File: config.mk
export PLATFORM = sky130hd
export DESIGN_NAME = pdp11_operand_fetch
export DESIGN_NICKNAME = d
export VERILOG_FILES = /design/src/rtl/pdp11_pkg.sv /design/src/rtl/pdp11_ea_calc.sv /design/src/rtl/pdp11_operand_fetch.sv
export SDC_FILE = /design/constraint.sdc
export NUM_CORES = 1
export LEC_CHECK = 0
export CAP_MARGIN = 20
export CORE_UTILIZATION = 49
export DETAILED_ROUTE_END_ITERATION = 10
export GPL_TIMING_DRIVEN = 0
export PLACE_DENSITY = 0.77
export SYNTH_ARGS = -nofsm -noshare
export SYNTH_HDL_FRONTEND = slang
export SYNTH_HIERARCHICAL = 1
export SYNTH_SLANG_ARGS = --single-unit
File: constraint.sdc
create_clock -name clk -period 3.4 [get_ports clk]
set_input_delay 0.68 -clock clk [delete_from_list [all_inputs] [get_ports clk]]
set_output_delay 0.68 -clock clk [all_outputs]
set_load 0.02 [all_outputs]
File: src/rtl/pdp11_pkg.sv
// Shared types and helpers for the PDP-11 operand-fetch slice: addressing
// modes, fetch FSM states, SP/PC indices and the auto-inc/dec step size.
package pdp11_pkg;

  typedef enum logic [2:0] {
    REG         = 3'd0,
    REG_DEF     = 3'd1,
    AUTOINC     = 3'd2,
    AUTOINC_DEF = 3'd3,
    AUTODEC     = 3'd4,
    AUTODEC_DEF = 3'd5,
    INDEX       = 3'd6,
    INDEX_DEF   = 3'd7
  } addr_mode_t;

  typedef enum logic [2:0] {
    IDLE       = 3'd0,
    IDX_FETCH  = 3'd1,
    PTR_FETCH  = 3'd2,
    DATA_FETCH = 3'd3,
    DONE       = 3'd4
  } opfetch_state_t;

  localparam int NREGS_DEFAULT = 8;
  localparam int SP_IDX        = NREGS_DEFAULT - 2;
  localparam int PC_IDX        = NREGS_DEFAULT - 1;

  // SP and PC always step by a full word so they stay even on byte ops.
  function automatic logic [1:0] inc_size(input logic is_byte, input int reg_idx,
                                          input int nregs);
    return (is_byte && (reg_idx != nregs - 2) && (reg_idx != nregs - 1)) ? 2'd1 : 2'd2;
  endfunction

endpackage

File: src/rtl/pdp11_ea_calc.sv
// Combinational address arithmetic for one operand specifier: register side
// effect, first memory address, index sum and odd-address detection.
module pdp11_ea_calc
  import pdp11_pkg::*;
#(
  parameter int WORD_W = 16,
  parameter int ADDR_W = 16,
  parameter int NREGS  = 8
) (
  input  addr_mode_t                mode_i,
  input  logic [$clog2(NREGS)-1:0]  reg_i,
  input  logic                      byte_i,
  input  logic [WORD_W-1:0]         r_i,
  input  logic [WORD_W-1:0]         x_i,
  output logic                      wr_o,
  output logic [WORD_W-1:0]         nreg_o,
  output logic [ADDR_W-1:0]         addr_o,
  output logic [ADDR_W-1:0]         idx_sum_o,
  output logic                      odd_o
);

  logic [ADDR_W-1:0] r_a;
  logic [ADDR_W-1:0] inc_a;
  logic [ADDR_W-1:0] two_a;
  logic [ADDR_W-1:0] dec_a;

  assign r_a       = ADDR_W'(r_i);
  assign inc_a     = ADDR_W'(inc_size(byte_i, int'(reg_i), NREGS));
  assign two_a     = ADDR_W'(2);
  assign idx_sum_o = ADDR_W'(x_i) + r_a;

  // Data modes fault only on odd word accesses; pointer/index fetches are
  // always word reads, so any odd address there is a fault.
  always_comb begin
    wr_o   = 1'b0;
    nreg_o = r_i;
    addr_o = r_a;
    odd_o  = 1'b0;
    dec_a  = '0;
    unique case (mode_i)
      REG: begin
      end
      REG_DEF: odd_o = !byte_i && r_a[0];
      AUTOINC: begin
        wr_o   = 1'b1;
        nreg_o = WORD_W'(r_a + inc_a);
        odd_o  = !byte_i && r_a[0];
      end
      AUTOINC_DEF: begin
        wr_o   = 1'b1;
        nreg_o = WORD_W'(r_a + two_a);
        odd_o  = r_a[0];
      end
      AUTODEC: begin
        dec_a  = r_a - inc_a;
        wr_o   = 1'b1;
        nreg_o = WORD_W'(dec_a);
        addr_o = dec_a;
        odd_o  = !byte_i && dec_a[0];
      end
      AUTODEC_DEF: begin
        dec_a  = r_a - two_a;
        wr_o   = 1'b1;
        nreg_o = WORD_W'(dec_a);
        addr_o = dec_a;
        odd_o  = dec_a[0];
      end
      INDEX, INDEX_DEF: begin
        wr_o   = 1'b1;
        nreg_o = WORD_W'(r_a + two_a);
        odd_o  = r_a[0];
      end
      default: begin
      end
    endcase
  end

endmodule

File: src/rtl/pdp11_operand_fetch.sv
// PDP-11 operand fetch: resolves one (mode, reg) specifier through the register
// file and a single-outstanding memory port. Define OPFETCH_ODD_ADDR_TRAP_EN to
// turn odd word addresses into op_fault instead of silently forcing bit0 low.
module pdp11_operand_fetch
  import pdp11_pkg::*;
#(
  parameter int WORD_W = 16,
  parameter int ADDR_W = 16,
  parameter int NREGS  = 8
) (
  input  logic                      clk,
  input  logic                      reset_n,
  input  logic                      req_valid,
  output logic                      req_ready,
  input  logic [2:0]                req_mode,
  input  logic [$clog2(NREGS)-1:0]  req_reg,
  input  logic                      req_byte,
  output logic [$clog2(NREGS)-1:0]  rf_rd_addr,
  input  logic [WORD_W-1:0]         rf_rd_data,
  output logic                      rf_wr_en,
  output logic [$clog2(NREGS)-1:0]  rf_wr_addr,
  output logic [WORD_W-1:0]         rf_wr_data,
  output logic                      mem_req,
  output logic [ADDR_W-1:0]         mem_addr,
  input  logic                      mem_ack,
  input  logic [WORD_W-1:0]         mem_rdata,
  output logic                      op_valid,
  input  logic                      op_ready,
  output logic [WORD_W-1:0]         op_data,
  output logic [ADDR_W-1:0]         op_addr,
  output logic                      op_is_reg,
  output logic                      op_fault
);

  localparam int RW = $clog2(NREGS);
  localparam logic [RW-1:0] PcIdx = RW'(NREGS - 1);

`ifdef OPFETCH_ODD_ADDR_TRAP_EN
  localparam bit TrapEn = 1'b1;
`else
  localparam bit TrapEn = 1'b0;
`endif

  function automatic logic [ADDR_W-1:0] even_addr(input logic [ADDR_W-1:0] a);
    return {a[ADDR_W-1:1], 1'b0};
  endfunction

  function automatic logic [ADDR_W-1:0] data_ea(input logic is_byte, input logic [ADDR_W-1:0] a);
    return is_byte ? a : even_addr(a);
  endfunction

  opfetch_state_t    state_q;
  addr_mode_t        mode_q;
  logic [RW-1:0]     reg_q;
  logic              byte_q;
  logic [ADDR_W-1:0] ea_q;
  logic              req_ready_q;
  logic              rf_wr_en_q;
  logic [RW-1:0]     rf_wr_addr_q;
  logic [WORD_W-1:0] rf_wr_data_q;
  logic              mem_req_q;
  logic [ADDR_W-1:0] mem_addr_q;
  logic              op_valid_q;
  logic [WORD_W-1:0] op_data_q;
  logic [ADDR_W-1:0] op_addr_q;
  logic              op_is_reg_q;
  logic              op_fault_q;

  addr_mode_t        req_mode_e;
  logic              is_idle;
  logic              acked;
  addr_mode_t        calc_mode;
  logic [RW-1:0]     calc_reg;
  logic              calc_byte;
  logic [WORD_W-1:0] calc_r;
  logic              c_wr;
  logic [WORD_W-1:0] c_nreg;
  logic [ADDR_W-1:0] c_addr;
  logic [ADDR_W-1:0] c_sum;
  logic              c_odd;
  logic              idx_odd;
  logic [ADDR_W-1:0] ptr;

  assign req_mode_e = addr_mode_t'(req_mode);
  assign is_idle    = (state_q == IDLE);
  assign acked      = mem_req_q && mem_ack;

  // Index modes read PC first; the base register is read later in IDX_FETCH.
  assign rf_rd_addr = is_idle ? (((req_mode_e == INDEX) || (req_mode_e == INDEX_DEF)) ? PcIdx : req_reg)
                              : reg_q;

  // With a zero-wait index fetch the PC write has not landed in the register
  // file yet, so PC-relative sums take the incremented value held locally.
  assign calc_mode = is_idle ? req_mode_e : mode_q;
  assign calc_reg  = is_idle ? req_reg : reg_q;
  assign calc_byte = is_idle ? req_byte : byte_q;
  assign calc_r    = (!is_idle && (reg_q == PcIdx)) ? rf_wr_data_q : rf_rd_data;

  pdp11_ea_calc #(
    .WORD_W (WORD_W),
    .ADDR_W (ADDR_W),
    .NREGS  (NREGS)
  ) u_ea_calc (
    .mode_i    (calc_mode),
    .reg_i     (calc_reg),
    .byte_i    (calc_byte),
    .r_i       (calc_r),
    .x_i       (mem_rdata),
    .wr_o      (c_wr),
    .nreg_o    (c_nreg),
    .addr_o    (c_addr),
    .idx_sum_o (c_sum),
    .odd_o     (c_odd)
  );

  assign idx_odd = (mode_q == INDEX) ? (!byte_q && c_sum[0]) : c_sum[0];
  assign ptr     = ADDR_W'(mem_rdata);

  always_ff @(posedge clk or negedge reset_n) begin
    if (!reset_n) begin
      state_q      <= IDLE;
      mode_q       <= REG;
      reg_q        <= '0;
      byte_q       <= 1'b0;
      ea_q         <= '0;
      req_ready_q  <= 1'b1;
      rf_wr_en_q   <= 1'b0;
      rf_wr_addr_q <= '0;
      rf_wr_data_q <= '0;
      mem_req_q    <= 1'b0;
      mem_addr_q   <= '0;
      op_valid_q   <= 1'b0;
      op_data_q    <= '0;
      op_addr_q    <= '0;
      op_is_reg_q  <= 1'b0;
      op_fault_q   <= 1'b0;
    end else begin
      rf_wr_en_q <= 1'b0;
      unique case (state_q)
        IDLE: begin
          if (req_valid) begin
            mode_q      <= req_mode_e;
            reg_q       <= req_reg;
            byte_q      <= req_byte;
            req_ready_q <= 1'b0;
            op_is_reg_q <= 1'b0;
            op_fault_q  <= 1'b0;
            if (req_mode_e == REG) begin
              op_data_q   <= rf_rd_data;
              op_addr_q   <= ADDR_W'(req_reg);
              op_is_reg_q <= 1'b1;
              op_valid_q  <= 1'b1;
              state_q     <= DONE;
            end else begin
              if (c_wr) begin
                rf_wr_en_q   <= 1'b1;
                rf_wr_addr_q <= rf_rd_addr;
                rf_wr_data_q <= c_nreg;
              end
              ea_q <= data_ea(req_byte, c_addr);
              if (TrapEn && c_odd) begin
                op_data_q  <= '0;
                op_addr_q  <= c_addr;
                op_fault_q <= 1'b1;
                op_valid_q <= 1'b1;
                state_q    <= DONE;
              end else begin
                mem_req_q  <= 1'b1;
                mem_addr_q <= even_addr(c_addr);
                unique case (req_mode_e)
                  REG_DEF, AUTOINC, AUTODEC: state_q <= DATA_FETCH;
                  AUTOINC_DEF, AUTODEC_DEF:  state_q <= PTR_FETCH;
                  default:                   state_q <= IDX_FETCH;
                endcase
              end
            end
          end
        end
        IDX_FETCH: begin
          if (acked) begin
            ea_q <= (mode_q == INDEX) ? data_ea(byte_q, c_sum) : c_sum;
            if (TrapEn && idx_odd) begin
              mem_req_q  <= 1'b0;
              op_data_q  <= '0;
              op_addr_q  <= c_sum;
              op_fault_q <= 1'b1;
              op_valid_q <= 1'b1;
              state_q    <= DONE;
            end else begin
              mem_addr_q <= even_addr(c_sum);
              state_q    <= (mode_q == INDEX) ? DATA_FETCH : PTR_FETCH;
            end
          end
        end
        PTR_FETCH: begin
          if (acked) begin
            ea_q <= data_ea(byte_q, ptr);
            if (TrapEn && !byte_q && ptr[0]) begin
              mem_req_q  <= 1'b0;
              op_data_q  <= '0;
              op_addr_q  <= ptr;
              op_fault_q <= 1'b1;
              op_valid_q <= 1'b1;
              state_q    <= DONE;
            end else begin
              mem_addr_q <= even_addr(ptr);
              state_q    <= DATA_FETCH;
            end
          end
        end
        DATA_FETCH: begin
          if (acked) begin
            mem_req_q <= 1'b0;
            if (byte_q) begin
              op_data_q <= ea_q[0] ? WORD_W'(mem_rdata[15:8]) : WORD_W'(mem_rdata[7:0]);
            end else begin
              op_data_q <= mem_rdata;
            end
            op_addr_q  <= ea_q;
            op_valid_q <= 1'b1;
            state_q    <= DONE;
          end
        end
        DONE: begin
          if (op_ready) begin
            op_valid_q  <= 1'b0;
            req_ready_q <= 1'b1;
            state_q     <= IDLE;
          end
        end
        default: state_q <= IDLE;
      endcase
    end
  end

  assign req_ready  = req_ready_q;
  assign rf_wr_en   = rf_wr_en_q;
  assign rf_wr_addr = rf_wr_addr_q;
  assign rf_wr_data = rf_wr_data_q;
  assign mem_req    = mem_req_q;
  assign mem_addr   = mem_addr_q;
  assign op_valid   = op_valid_q;
  assign op_data    = op_data_q;
  assign op_addr    = op_addr_q;
  assign op_is_reg  = op_is_reg_q;
  assign op_fault   = TrapEn & op_fault_q;

endmodule

; ---- After elaboration in Yosys (flattened, before gate mapping)
; Cells that the tools add are included.
; W data, S select, Z words.
[word_totals]
ff_bits = 98
inputBits = 44
word_cells = 133
[op_classes]
n_addsub = 5
n_eq_ne = 28
n_mux = 60
n_bitwise = 1
n_reduce_logical = 24
[op_table]
columns = op, count
row1 = $mux W16, 16
row2 = $pmux W16 S2, 3
row3 = $pmux W16 S3, 2
row4 = $pmux W16 S4, 1
row5 = $eq A3 B3 Y1 const B, 11
row6 = $mux W3, 10
row7 = $mux W1, 21
row8 = $eq A3 B2 Y1 const B, 6
row9 = $add A16 B16 Y16, 1
row10 = $add A16 B2 Y16, 1
row11 = $add A16 B2 Y16 const B, 1
row12 = $sub A16 B2 Y16, 1
row13 = $sub A16 B2 Y16 const B, 1
row14 = $pmux W3 S5, 1
row15 = $reduce_and A5 Y1, 3
row16 = $ne A2 B2 Y1 const B, 6
row17 = $reduce_and A4 Y1, 3
row18 = $mux W8, 1
row19 = $eq A3 B1 Y1 const B, 2
row20 = $logic_not A3 Y1, 2
row21 = $reduce_bool A3 Y1, 2
row22 = $reduce_or A3 Y1, 2
row23 = $reduce_or A6 Y1, 1
row24 = $logic_and A1 B1 Y1, 4
row25 = other kinds (14), 16

; ---- Logic depth before layout (Yosys ltp)
; Gate-level depths: netlist (run 1).
[depth]
depth_word = 12
mapped_depth = 17

; ---- Modules after synthesis
; The synthesis (run 1) kept the hierarchy.
[by_module_without_submodules]
columns = module, n_inst, cells_per_inst, area_per_inst_um2, seq_area_each_um2
row1 = pdp11_operand_fetch, 1, 384, 4401.7, 2053.2
row2 = pdp11_ea_calc, 1, 360, 2509.9, 0.0

; ---- Least setup slack after synthesis (run 1)
; OpenSTA, ideal clock, no wires.
[synth_path]
path_type = register to register
startpoint = register state_q[2]
endpoint = register ea_q[12]
arrival_time_ps = 3362
path_slack_ps = -87
stages_incl_launch_ff = 15
synth_period_minus_slack_ps = 3487
cell_sequence = dfrtp_1 -> buf_4 -> nor3_2 -> nor2_1 -> mux2_2 -> inv_1 -> fa_1 -> nor2b_1 -> o2111ai_1 -> a311oi_1 -> a221oi_1 -> xnor2_1 -> a22oi_1 -> o2bb2ai_1 -> mux2_4
[synth_lines]
columns = element, line
row1 = start: declaration, pdp11_operand_fetch.sv:52  ; opfetch_state_t state_q;
row2 = start signal: assignment, pdp11_operand_fetch.sv:191  ; state_q <= (mode_q == INDEX) ? DATA_FETCH : PTR_FETCH;
row3 = $logic_not A3 Y1, pdp11_operand_fetch.sv:85  ; assign is_idle = (state_q == IDLE);
row4 = $logic_not A1 Y1, pdp11_operand_fetch.sv:97  ; assign calc_r = (!is_idle && (reg_q == PcIdx)) ? rf_wr_data_q : rf_rd_data;
row5 = $logic_and A1 B1 Y1, pdp11_operand_fetch.sv:97
row6 = $mux W16, pdp11_operand_fetch.sv:97
row7 = named net calc_r[1], pdp11_operand_fetch.sv:75  ; logic [WORD_W-1:0] calc_r;
row8 = $add A16 B16 Y16, pdp11_ea_calc.sv:30  ; assign idx_sum_o = ADDR_W'(x_i) + r_a;
row9 = named net c_sum[12], pdp11_operand_fetch.sv:79  ; logic [ADDR_W-1:0] c_sum;
row10 = $mux W16, pdp11_operand_fetch.sv:180  ; if (acked) begin
row11 = $pmux W16 S3, pdp11_operand_fetch.sv:139  ; unique case (state_q)
row12 = end signal: assignment, pdp11_operand_fetch.sv:160  ; ea_q <= data_ea(req_byte, c_addr);
row13 = end signal: assignment, pdp11_operand_fetch.sv:181  ; ea_q <= (mode_q == INDEX) ? data_ea(byte_q, c_sum) : c_sum;
row14 = end signal: assignment, pdp11_operand_fetch.sv:197  ; ea_q <= data_ea(byte_q, ptr);
row15 = end: declaration, pdp11_operand_fetch.sv:56  ; logic [ADDR_W-1:0] ea_q;
; The timed path passes the listed nets, and every way through them passes these cells. The select of a mux whose other input is x is not followed.
; A chain may end at the register's enable or synchronous reset.

; ---- Final worst setup path (run 1)
; Ends and elaborated chain as after synthesis.

==> metrics.cfg, run 1 <==
[power]
peakVddDrop_mv=0.9032
p_total_mw=9.600
p_per_area_nw_per_um2=1012
leakagePower_nw=3.874

[global_routing]
grt_util_all_layers_pct=32.94
grt_max_degree=53
grt_pass1_wl_um=36250
grt-ovfl-total=0
grt_antenna_before_repair=0
grt_pass1_vias=6500

[status]
violations=setup timing
outcome=finished, violations left

[critical_path]
cp_cell_sequence=buf_6 -> nor3_4 -> buf_6 -> nor2_4 -> buf_6 -> mux2_4 -> clkinvlp_4 -> fa_2 -> nor2b_4 -> o2111ai_4 -> a311oi_2 -> buf_4 -> a221oi_4 -> xnor2_1 -> a22oi_1 -> o2bb2ai_1 -> mux2_4
crit_arrival_ns=3.75
critPathMaxStageDelay_ns=0.40
cp_common_cell=buf_6
crit_fanout=7
cp_top_family=compound AO/OA/AOI/OAI gates
worstPathRequired_ns=3.63
worstSetupEndpointType=flip-flop
rrSetupSlack_ns=-0.12
slowest_stage=dfrtp_1
path_class=reg2reg
worst-path-buf-inv=5
worstSetupStartpointType=flip-flop

[clock_tree]
cts.reportedPaths.clkPinSlew_ns=0.06
cts_root_buf=clkbuf_16
postCtsHoldBufs=0
clockBufferDepth=2
htreeDepth=3
cts_tree=yes
insertion_delay_ns=0.35
cts_buffers=9
cts.sinks=82

[timing]
whs_ns=0.2819
setup_violations=5
fmax_ghz=0.2840
grt_setup_unrepaired=true
worst_pin_slew_ns=0.7369
setup_ws_ns=-0.1208
drv_slew=0
clock_skew_ns=0.01016
hold_viol=0
slew_headroom_pct=50.25
period_share_pct=103.6
min_period_ns=3.521

[route]
wl_met1_um=10140
route.met3.wl_um=1974
num_vias=6836
drt-total-wl_um=24420
drc=0
top_layer=met4
detail_route.iter0.violations=638
vias_per_cell=6.266
wire_per_inst_um=22.38
met2_length_um=11550
drt_first_pass_iters=5
antenna_left=0

[placement]
dp_hpwl_um=17870
placed_area_um2=8294
port_buffers=115
gp_congestion=0.9382

[cells_and_area]
nFillCells=997
final_area_um2=9487
layout-drive-gt1-share_pct=31.48
syn2layout_area_growth_pct=37.78
fin_nets=979
utilization_pct=70.52
antenna_cells=0

[floorplan]
core-area_um2=13450
dieWidth_um=120.5
die_height_um=120.5
fp.dieArea_um2=14530
start_util_pct=51.18
rows=42
num_io_pins=120

[synthesis]
yosys_warnings=6
synth_area_um2=6885
syn_area_per_cell_um2=9.305
synth_cells=740

[run]
maxCapViolCount=0

[worst_hold_path]
min_path_type=in2async

-- area by class of cell --
cell class / instances / area (um^2) / area share [%]
timing repair buffer: 161 / 1536 / 16.20
tap: 176 / 220.2 / 2.321
multi-input combinational: 569 / 4792 / 50.51
inverter: 21 / 90.09 / 0.9496
clock buffer: 13 / 270.3 / 2.849
buffer: 66 / 478.0 / 5.038
sequential: 82 / 2053 / 21.64
clock inverter: 3 / 46.29 / 0.4880
-- placed cells by master, fill, tap and decap left out, types with 7 or more instances in the layout --
cell type	instances
buf_2	13
nor3_1	13
o21ai_1	7
xnor2_1	18
clkdlybuf4s50_1	114
mux2_2	64
dfrtp_1	81
ha_4	8
nor2_1	35
nand3_1	17
a21oi_1	19
o2bb2ai_1	13
mux2_4	17
clkbuf_16	9
buf_4	59
a22o_1	13
buf_6	21
a31oi_1	7
xor2_1	16
ha_1	11
nand4_1	10
inv_1	13
mux2i_1	10
a22oi_1	16
clkbuf_1	14
nand2_1	77
o21ai_0	36
-- stage by stage --
step	setup TNS [ns]	setup slack, ns	instances
2_1_floorplan	0	0.03060	741
3_3_place_gp	-101.24	-1.157	1032
3_5_place_dp	-9.517	-0.7034	1033
4_1_cts	-0.06178	-0.02112	1066
5_1_grt	-1.624	-0.2285	1091
6_report	-0.2934	-0.1208	1091
-- routing by layer --
layer  global-route usage (%)  up-vias
met5                        0        -
met1                    44.43     3330
li1                         -     3053
met3                    5.142       69
met2                    52.87      384
met4                    13.12        0
-- where the power goes --
part | total, mW | switching, mW | internal (mW)
registers | 1.83 | 0.373 | 1.45
clock network | 1.05 | 0.417 | 0.631
logic | 6.73 | 3.63 | 3.10
-- repair_timing --
item / CTS / global route
buffers inserted: 20 / 26
hold endpoints to repair: 0 / 0
endpoints found under the setup margin: 29 / 24
gates resized for setup: 38 / 87
pin swaps: 9 / 34
-- path summary, 6_finish.rpt --
path	start	endpoint	cells after the start
min in group clk	op_is_reg	op_is_reg	2
worst max register to register	state_q[2]	ea_q[12]	17
worst min register to register	op_is_reg	op_is_reg	2
worst max-delay path	state_q[2]	ea_q[12]	17
worst min-delay path	reset_n	state_q[0]	1
max in group asynchronous	reset_n	req_ready	2
-- worst register-to-register path, stage by stage, from the launching register on --
cell and delay (ns):
dfrtp_1 0.40, buf_6 0.14, nor3_4 0.21, buf_6 0.14, nor2_4 0.07, buf_6 0.13
mux2_4 0.26, clkinvlp_4 0.13, fa_2 0.40, nor2b_4 0.18, o2111ai_4 0.15, a311oi_2 0.26
buf_4 0.18, a221oi_4 0.06, xnor2_1 0.16, a22oi_1 0.18, o2bb2ai_1 0.08, mux2_4 0.27
Note: power is estimated with default switching activity, not from simulation.
==> run 2, diff against run 1 <==
Settings changed: PLACE_DENSITY 0.77 to 0.75.
==> run 2 against run 1 <==
Compared with the run above:
- the run still ends with setup timing left
- fmax up 0.45%
- clock power up 5%
- clock skew up 0.0028 ns
- via count down 1.7%
- clock-buffer cell count down 4
- hold slack worse by 0.014 ns
- highest routed layer unchanged
==> metrics.cfg, run 2 (synthesis gave the netlist of run 1 again) <==
[status]
outcome=finished, violations left
violations=setup timing

[placement]
port_buffers=115  ; unchanged
gp_congestion=0.9231  ; -1.6%
dp_hpwl_um=17560  ; -1.7%
placed_area_um2=8294  ; unchanged

[critical_path]
path_class=reg2reg
worstSetupStartpointType=flip-flop
worstSetupEndpointType=flip-flop
crit_fanout=7  ; unchanged
worstPathRequired_ns=3.63  ; about the same
crit_arrival_ns=3.73  ; -0.02 ns

[clock_tree]
insertion_delay_ns=0.35  ; about the same
cts.sinks=82  ; unchanged
htreeDepth=3  ; unchanged
postCtsHoldBufs=0  ; unchanged
cts_root_buf=clkbuf_16
cts.reportedPaths.clkPinSlew_ns=0.07  ; about the same
cts_tree=yes
clockBufferDepth=2  ; unchanged
cts_buffers=9  ; unchanged

[timing]
fmax_ghz=0.2853  ; +0.45%
hold_viol=0  ; unchanged
grt_setup_unrepaired=true
min_period_ns=3.505  ; -0.01577 ns
period_share_pct=103.1  ; -0.46 points
drv_slew=0  ; unchanged
setup_violations=11  ; +6
whs_ns=0.2682  ; -0.01369 ns
setup_ws_ns=-0.1051  ; +0.01577 ns
clock_skew_ns=0.01292  ; +0.002763 ns
slew_headroom_pct=53.56  ; +3.3 points
worst_pin_slew_ns=0.6879  ; -0.04898 ns

[power]
leakagePower_nw=3.842  ; -0.83%
internal-power_mw=5.086  ; -1.8%
peakVddDrop_mv=0.9537  ; +5.6%
p_switching_mw=4.363  ; -1.3%
seqPwrFrac_pct=19.2  ; +0.2 points
clkPwrFrac_pct=11.6  ; +0.7 points
p_per_area_nw_per_um2=1006  ; -0.62%
switching_share_pct=46.18  ; +0.12 points
p_comb_share_pct=69.2  ; -0.9 points

[route]
vias_per_cell=6.201  ; -1.0%
top_layer=met4
detail_route.iter0.violations=585  ; -8.3%
drc=0  ; unchanged
met2_length_um=11300  ; -2.1%
route.met3.wl_um=1764  ; -11%
wl_met1_um=10080  ; -0.61%
num_vias=6722  ; -1.7%
wire_per_inst_um=21.90  ; -2.2%
antenna_left=0  ; unchanged
drt_first_pass_iters=7  ; +2
drt-total-wl_um=23740  ; -2.8%

[cells_and_area]
layout_common_cells=clkdlybuf4s50_1, nand2_1, dfrtp_1, mux2_2, buf_4
utilization_pct=69.84  ; -0.68 points
fin_nets=972  ; -0.72%
layout-drive-gt1-share_pct=31.06  ; -0.42 points
mostFrequentLayoutCell=clkdlybuf4s50_1
syn2layout_area_growth_pct=36.45
antenna_cells=0  ; unchanged
final_area_um2=9395  ; -0.96%

[run]
maxCapViolCount=0  ; unchanged

[floorplan]
dieWidth_um=120.5  ; unchanged
die_height_um=120.5  ; unchanged
core-area_um2=13450  ; unchanged
rows=42  ; unchanged
start_util_pct=51.18  ; unchanged
num_io_pins=120  ; unchanged
fp.dieArea_um2=14530  ; unchanged

[global_routing]
grt_pass1_wl_um=35470  ; -2.2%
grt_pass1_vias=6290  ; -3.2%
grt_util_all_layers_pct=31.93  ; -1.0 points
grt_antenna_before_repair=0  ; unchanged
grt-ovfl-total=0  ; unchanged
grt_max_degree=55  ; +3.8%

[worst_hold_path]
min_path_type=in2async

[run 2: area by class of cell]
type | count | area, um^2
tap | 176 | 220.2
sequential | 82 | 2053
clock inverter | 7 | 101.3
buffer | 65 | 464.2
timing repair buffer | 155 | 1498
multi-input combinational | 569 | 4746
fill | 1032 | 4058
clock buffer | 9 | 225.2
inverter | 21 | 87.58
[run 2: critical path: stages (launching register included)]
cell and delay [ns]:
dfrtp_1 0.40, buf_6 0.15, nor3_4 0.05, buf_6 0.12, nor2_4 0.23, buf_4 0.17
mux2_4 0.33, buf_12 0.14, ha_4 0.27, nor2_1 0.05, o41ai_2 0.28, buf_4 0.22
nand3_4 0.11, nand4b_1 0.27, xnor2_2 0.18, o2bb2ai_1 0.13, mux2_4 0.27
[run 2: power by group through the flow]
stage          Clock [mW]  Combinational, mW  Sequential [mW]
2_1_floorplan           0               3.43             2.10
3_3_place_gp            0               5.59             1.79
3_5_place_dp            0               5.70             1.82
4_1_cts              1.11               5.98             1.80
5_1_grt              1.14               6.91             1.87
6_report             1.10               6.53             1.82
[run 2: metal layers]
| layer | up-vias | track usage (%) |
|---|---|---|
| li1 | 3053 | - |
| met1 | 3264 | 44.35 |
| met2 | 352 | 51.47 |
| met3 | 53 | 4.434 |
| met4 | 0 | 9.799 |
| met5 | - | 0 |
[run 2: per-stage QoR]
stage                     TNS (ns)  instances  power (mW)  setup slack (ns)
final                      -0.6754       1084       9.449           -0.1051
after global routing        -3.156       1084       9.926           -0.2650
after CTS                 -0.02880       1062       8.893          -0.01933
after detailed placement    -8.783       1033       7.513           -0.6776
after global placement     -108.76       1032       7.378            -1.254
after floorplan                  0        741       5.530           0.03060
[run 2: what timing repair did]
item | CTS | global route
pin swaps | 9 | 42
setup buffers | 16 | 24
setup endpoints to repair | 28 | 29
cloned | 0 | 0
gates resized for setup | 37 | 72
[run 2: path summary, 6_finish.rpt]
kind                            start            end  slack (ns)  cells after the start
hold / removal                reset_n  rf_wr_data[9]        0.27                      1
min in group clk           op_addr[3]     op_addr[3]        0.51                      1
setup / recovery           state_q[2]   mem_addr[15]       -0.11                     16
hold reg to reg            op_addr[3]     op_addr[3]        0.51                      1
max in group asynchronous     reset_n      req_ready        2.48                      2
setup reg to reg           state_q[2]   mem_addr[15]       -0.11                     16
